**src/rtl/host_load_ctrl.sv**
```systemverilog
// host_load_ctrl: routes host bytes from ui_in into instruction memory, weight
// memory or the unified buffer with auto-incrementing addresses, and gates the
// external start pin so the control unit only launches while no load is active.
module host_load_ctrl #(
    parameter int ADDR_W    = 13,
    parameter int INS_DEPTH = 16,
    parameter int W_DEPTH   = 4,
    parameter int UB_DEPTH  = 8
) (
    input  logic              clk,
    input  logic              reset,
    input  logic [7:0]        ui_in,
    input  logic              fetch_ins,
    input  logic              fetch_w,
    input  logic              fetch_inp,
    input  logic              start,
    input  logic              cu_done,
    output logic [7:0]        wr_data,
    output logic [ADDR_W-1:0] wr_addr,
    output logic              wr_en_ins,
    output logic              wr_en_w,
    output logic              wr_en_ub,
    output logic [4:0]        ins_len,
    output logic              start_cu,
    output logic              busy,
    output logic              ovf,
    output logic              err
);

    typedef enum logic [2:0] {
        IDLE,
        LD_INS,
        LD_W,
        LD_INP,
        RUN
    } state_t;

    localparam logic [ADDR_W-1:0] INS_LIM = ADDR_W'(INS_DEPTH);
    localparam logic [ADDR_W-1:0] W_LIM   = ADDR_W'(W_DEPTH);
    localparam logic [ADDR_W-1:0] UB_LIM  = ADDR_W'(UB_DEPTH);

    state_t            state;
    state_t            state_next;
    logic [ADDR_W-1:0] cnt;
    logic              start_q;
    logic              start_rise;
    logic              any_fetch;

    // per-cycle decisions produced by the output decode
    logic              cap_ins;
    logic              cap_w;
    logic              cap_inp;
    logic [ADDR_W-1:0] cnt_base;
    logic [ADDR_W-1:0] cnt_d;
    logic [ADDR_W-1:0] depth_lim;
    logic              we_ins_d;
    logic              we_w_d;
    logic              we_ub_d;
    logic              start_d;
    logic              ovf_set;
    logic              err_set;
    logic              ins_len_load;
    logic [4:0]        ins_len_d;

    assign start_rise = start & ~start_q;
    assign any_fetch  = fetch_ins | fetch_w | fetch_inp;

    // state register
    always_ff @(posedge clk) begin
        if (reset) begin
            state <= IDLE;
        end else begin
            state <= state_next;
        end
    end

    // next-state selection; fetch priority ins > w > inp, loads beat start
    always_comb begin
        state_next = state;
        unique case (state)
            IDLE: begin
                if (fetch_ins)       state_next = LD_INS;
                else if (fetch_w)    state_next = LD_W;
                else if (fetch_inp)  state_next = LD_INP;
                else if (start_rise) state_next = RUN;
            end
            LD_INS:  if (!fetch_ins) state_next = IDLE;
            LD_W:    if (!fetch_w)   state_next = IDLE;
            LD_INP:  if (!fetch_inp) state_next = IDLE;
            RUN:     if (cu_done)    state_next = IDLE;
            default: state_next = IDLE;
        endcase
    end

    // output decode: which target captures this cycle, counter update, flags
    always_comb begin
        cap_ins      = 1'b0;
        cap_w        = 1'b0;
        cap_inp      = 1'b0;
        cnt_base     = cnt;
        start_d      = 1'b0;
        err_set      = 1'b0;
        ins_len_load = 1'b0;
        busy         = (state != IDLE);

        unique case (state)
            IDLE: begin
                // the entry-cycle byte is byte 0, so the base is forced to 0 here
                cnt_base = '0;
                if (fetch_ins)       cap_ins = 1'b1;
                else if (fetch_w)    cap_w   = 1'b1;
                else if (fetch_inp)  cap_inp = 1'b1;
                else if (start_rise) start_d = 1'b1;
                if (any_fetch && start_rise) err_set = 1'b1;
            end
            LD_INS: begin
                if (fetch_ins) cap_ins = 1'b1;
                else           ins_len_load = 1'b1;
                if (start_rise) err_set = 1'b1;
            end
            LD_W: begin
                if (fetch_w) cap_w = 1'b1;
                if (start_rise) err_set = 1'b1;
            end
            LD_INP: begin
                if (fetch_inp) cap_inp = 1'b1;
                if (start_rise) err_set = 1'b1;
            end
            RUN: begin
                if (any_fetch) err_set = 1'b1;
            end
            default: ;
        endcase

        depth_lim = cap_ins ? INS_LIM : (cap_w ? W_LIM : UB_LIM);

        we_ins_d = 1'b0;
        we_w_d   = 1'b0;
        we_ub_d  = 1'b0;
        ovf_set  = 1'b0;
        cnt_d    = cnt_base;
        if (cap_ins || cap_w || cap_inp) begin
            if (cnt_base == depth_lim) begin
                ovf_set = 1'b1;
            end else begin
                we_ins_d = cap_ins;
                we_w_d   = cap_w;
                we_ub_d  = cap_inp;
                cnt_d    = cnt_base + ADDR_W'(1);
            end
        end

        ins_len_d = (cnt > INS_LIM) ? 5'(INS_DEPTH) : cnt[4:0];
    end

    // registered datapath: one-cycle write latency, sticky flags, start pulse
    always_ff @(posedge clk) begin
        if (reset) begin
            cnt       <= '0;
            start_q   <= 1'b0;
            wr_data   <= '0;
            wr_addr   <= '0;
            wr_en_ins <= 1'b0;
            wr_en_w   <= 1'b0;
            wr_en_ub  <= 1'b0;
            ins_len   <= '0;
            start_cu  <= 1'b0;
            ovf       <= 1'b0;
            err       <= 1'b0;
        end else begin
            cnt       <= cnt_d;
            start_q   <= start;
            wr_en_ins <= we_ins_d;
            wr_en_w   <= we_w_d;
            wr_en_ub  <= we_ub_d;
            start_cu  <= start_d;
            if (we_ins_d || we_w_d || we_ub_d) begin
                wr_data <= ui_in;
                wr_addr <= cnt_base;
            end
            if (ins_len_load) ins_len <= ins_len_d;
            if (ovf_set)      ovf <= 1'b1;
            if (err_set)      err <= 1'b1;
        end
    end

endmodule

```
**config.mk**
```make
export PLATFORM = sky130hd
export DESIGN_NAME = host_load_ctrl
export DESIGN_NICKNAME = d
export VERILOG_FILES = /design/src/rtl/host_load_ctrl.sv
export SDC_FILE = /design/constraint.sdc
export NUM_CORES = 1
export LEC_CHECK = 0
export ABC_CLOCK_PERIOD_IN_PS = 2900
export BUFFER_PORTS_ARGS = -buffer_cell sky130_fd_sc_hd__buf_2
export CORE_MARGIN = 2
export CORE_UTILIZATION = 45
export DETAILED_ROUTE_END_ITERATION = 8
export MAX_ROUTING_LAYER = met4
export PLACE_DENSITY_LB_ADDON = 0.1
export SETUP_SLACK_MARGIN = 0.2
export SYNTH_ARGS = -nofsm -noshare
export SYNTH_HDL_FRONTEND = slang
export SYNTH_SLANG_ARGS = --single-unit
```
**constraint.sdc**
```tcl
create_clock -name clk -period 2.9 [get_ports clk]
set_clock_uncertainty 0.05 [all_clocks]
set_input_delay 0.29 -clock clk [delete_from_list [all_inputs] [get_ports clk]]
set_output_delay 0.29 -clock clk [all_outputs]
set_load 0.005 [all_outputs]
```
==> metrics.txt <==
final WL 5.192 mm; row count 25; CP max stage delay roughly 530 ps; worst vdd rail ir drop between 300 and 400 uV; Main synth FF type dfxtp_1; Core ar. roughly 4800 sq um; final-report setup violation count 0; H-tree levels 2; Worst Tran Pin Value 584.8 ps; CTS tree built; vias per cell about 5.5; status completed; # DRC 0; Hold Path Class primary input to flop; RSZ-0062 raised after global routing false; Clk pwr share approximately a third; post-cts gate resize count 0; worst r2r src state[1]; worst setup path endpoint wr_addr[1]; sequential share of power 54.0%; Worst EP required 3040 ps; setup ws final approximately 450 ps; layout cells sized above 1 roughly a quarter; Combinational Power Share around 13%; yosys warns 0; hold_buf cts 0; area grow syn2layout 15.82%; crit path from state[1]; #FFs+latches synth 49; ANT nets after route 0; R2R Setup Slk about 450 ps; Hold Vio Cnt, Final 0; Yosys cell types 50; Initial Util 47.11%; TritonCTS Sinks 49; Max Cap Violations 0; syn_nets 276; CP Class flop to flop; switch share approximately a quarter; Port Buffer Count between 40 and 50; antenna violations before repair 0; Sequential cell area around 980 sq um; CTS Root Cell clkbuf_8; ys async rst share 0%; Power per Cell Area just over 500 nW/um^2; overall global routing resource usage 20.40%; DR iter-0 viols 74; die area around 5600 sq um; fin. max-slew vios 0; GPL Wtd Cong approximately 0.82; vias in the first global route 1794; Die Ht 74.79 microns; leak pwr around 1.1 nW; crit path cell chain or3_4 > nand2_1 > ha_1 > nand4_1 > a2111oi_4 > nand2b_1 > buf_4 > o21ai_0; hpwl dp about 3.5 mm; clk buf depth 2; nets@finish between 300 and 400; post-route clock period utilization ~84%; cells after synthesis approximately 260; number of I/O pins between 40 and 50; crit path DAT about 2600 ps; RR Endpoint wr_addr[1]; routed vias roughly 2000; synthesized area per cell 8.705 sq um; Post-synth EDFFs 0; clock-pin transition on the worst setup and hold timing paths 90 ps; FILL cells 460; R2R depth 8; ant diodes 0; Chip Width around 75 microns; Peak Freq 408.9 MHz; synthesized cell area approximately 2300 sq um; DP Worst Slack between 400 and 500 ps; Avg WL per Cell about 14 microns; largest net degree at the start of global routing 30; setup bufs post-CTS 0; Multi-input gate area 1139 sq um; nature of the critical path endpoint flop; P_sw between 0.3 and 0.4 mW; Num CTS Buffers 5; first-pass GRT wire length approximately 8.6 mm; Crit Path Max Fanout 22; worst relative slew slack between 60% and 70%; Startpoint Class flop; sequential share of the synthesized area 43.51%; DRT Pass-1 Iters 4; slowest CP cell or3_4; setup TNS 0 ps; Clock Latency Late Sink about 300 ps; hold_ws between 150 and 200 ps; total internal power a little under 1 mW; post-layout min period ~2400 ps; grt ovf 0
cell usage after synthesis, drive strengths merged, types with 3 or more instances:
cell     instances  share of area [%]
dfxtp           49                 44
nand2           35                5.8
o21ai           20                4.4
o211ai          18                6.0
nor2            17                2.8
clkbuf          12                2.1
buf             10                2.8
nor3             8                1.8
a21oi            7                1.6
mux2i            7                3.3
inv              6                1.0
nor3b            6                2.2
nor2b            5                1.4
nor4             5                1.4
a22oi            4                1.3
and3             4                1.1
o2111ai          4                1.6
xnor2            4                1.6
and4             3                1.2
nand3            3               0.67
nand4            3               0.83
o31ai            3                1.0
flip-flops by register name, summed over array words and instances, names as in the netlist, 3 cells and up:
signal   count
cnt         13
ins_len      5
state        3
wr_addr     13
wr_data      8
kinds of logic after synthesis:
| logic type | count (synthesis) | synth area share (%) |
|---|---|---|
| muxes | 9 | 4.439 |
| and+or+nand+nor | 97 | 21.81 |
| xor gates and xnor gates | 4 | 1.554 |
| DFF | 49 | 43.51 |
| AOI/OAI and AO/OA | 69 | 21.59 |
| buffers and inverters | 29 | 5.993 |
| adders and majority gates | 2 | 1.110 |
placed cells by master (no fill, tap or decap), types with 5 or more instances in the layout:
cell,n
inv_1,6
dfxtp_1,49
nor2_1,17
buf_4,6
nor2b_1,5
nand2_1,35
o211ai_1,18
clkbuf_8,7
a21oi_1,7
nor4_1,5
o21ai_0,20
buf_2,47
nor3b_1,5
nor3_1,8
mux2i_1,6
routing by layer:
layer | GRT usage (%) | part of all wire (%) | routed length, microns
met3 | 4.016 | 4.3 | 221
met1 | 27.79 | 49 | 2536
met5 | - | 0 | 0
met2 | 30.97 | 46 | 2384
met4 | 5.754 | 0.96 | 50
critical path, delay by kind of cell (launching register included):
| family | cells | cell delay [ps] |
|---|---|---|
| AND/OR/NAND/NOR | 4 | 1020 |
| AO/OA/AOI/OAI | 2 | 400 |
| adder cells (fa/ha/maj) | 1 | 180 |
| buffers and inverters | 1 | 240 |
| flip-flops | 1 | 430 |
how the worst min path moves through the flow:
stage	slack, ps	endpoint	start	cells after the start
after floorplan	360	wr_en_ub	fetch_inp	2
after global placement	400	ovf	ovf	2
after detailed placement	410	ovf	ovf	2
after CTS	150	start_q	start	2
after global routing	170	start_q	start	2
final	160	start_q	start	2
final cells by class:
| type | instances | area share, % |
|---|---|---|
| inverter | 7 | 1.006 |
| tap | 67 | 3.210 |
| sequential | 49 | 37.57 |
| clock buffer | 7 | 3.690 |
| clock inverter | 1 | 0.1917 |
| multi-input combinational | 181 | 43.60 |
| timing repair buffer | 53 | 10.73 |
per-stage QoR:
stage                     power, mW  instances  area (sq um)  util (%)
after floorplan              0.8373        259          2255         -
after global placement       0.8922        357          2510     52.44
after detailed placement     0.8939        357          2510     52.44
after CTS                     1.340        365          2611     54.56
after global routing          1.387        365          2611     54.56
final                         1.320        365          2611     54.56
power by group through the flow:
stage / sequential [mW] / clock, mW / combinational, mW
after floorplan: 0.724 / 0 / 0.114
after global placement: 0.728 / 0 / 0.164
after detailed placement: 0.728 / 0 / 0.166
after CTS: 0.713 / 0.460 / 0.167
after global routing: 0.717 / 0.485 / 0.186
final: 0.713 / 0.443 / 0.164
Power figures use the tool's default switching activity.
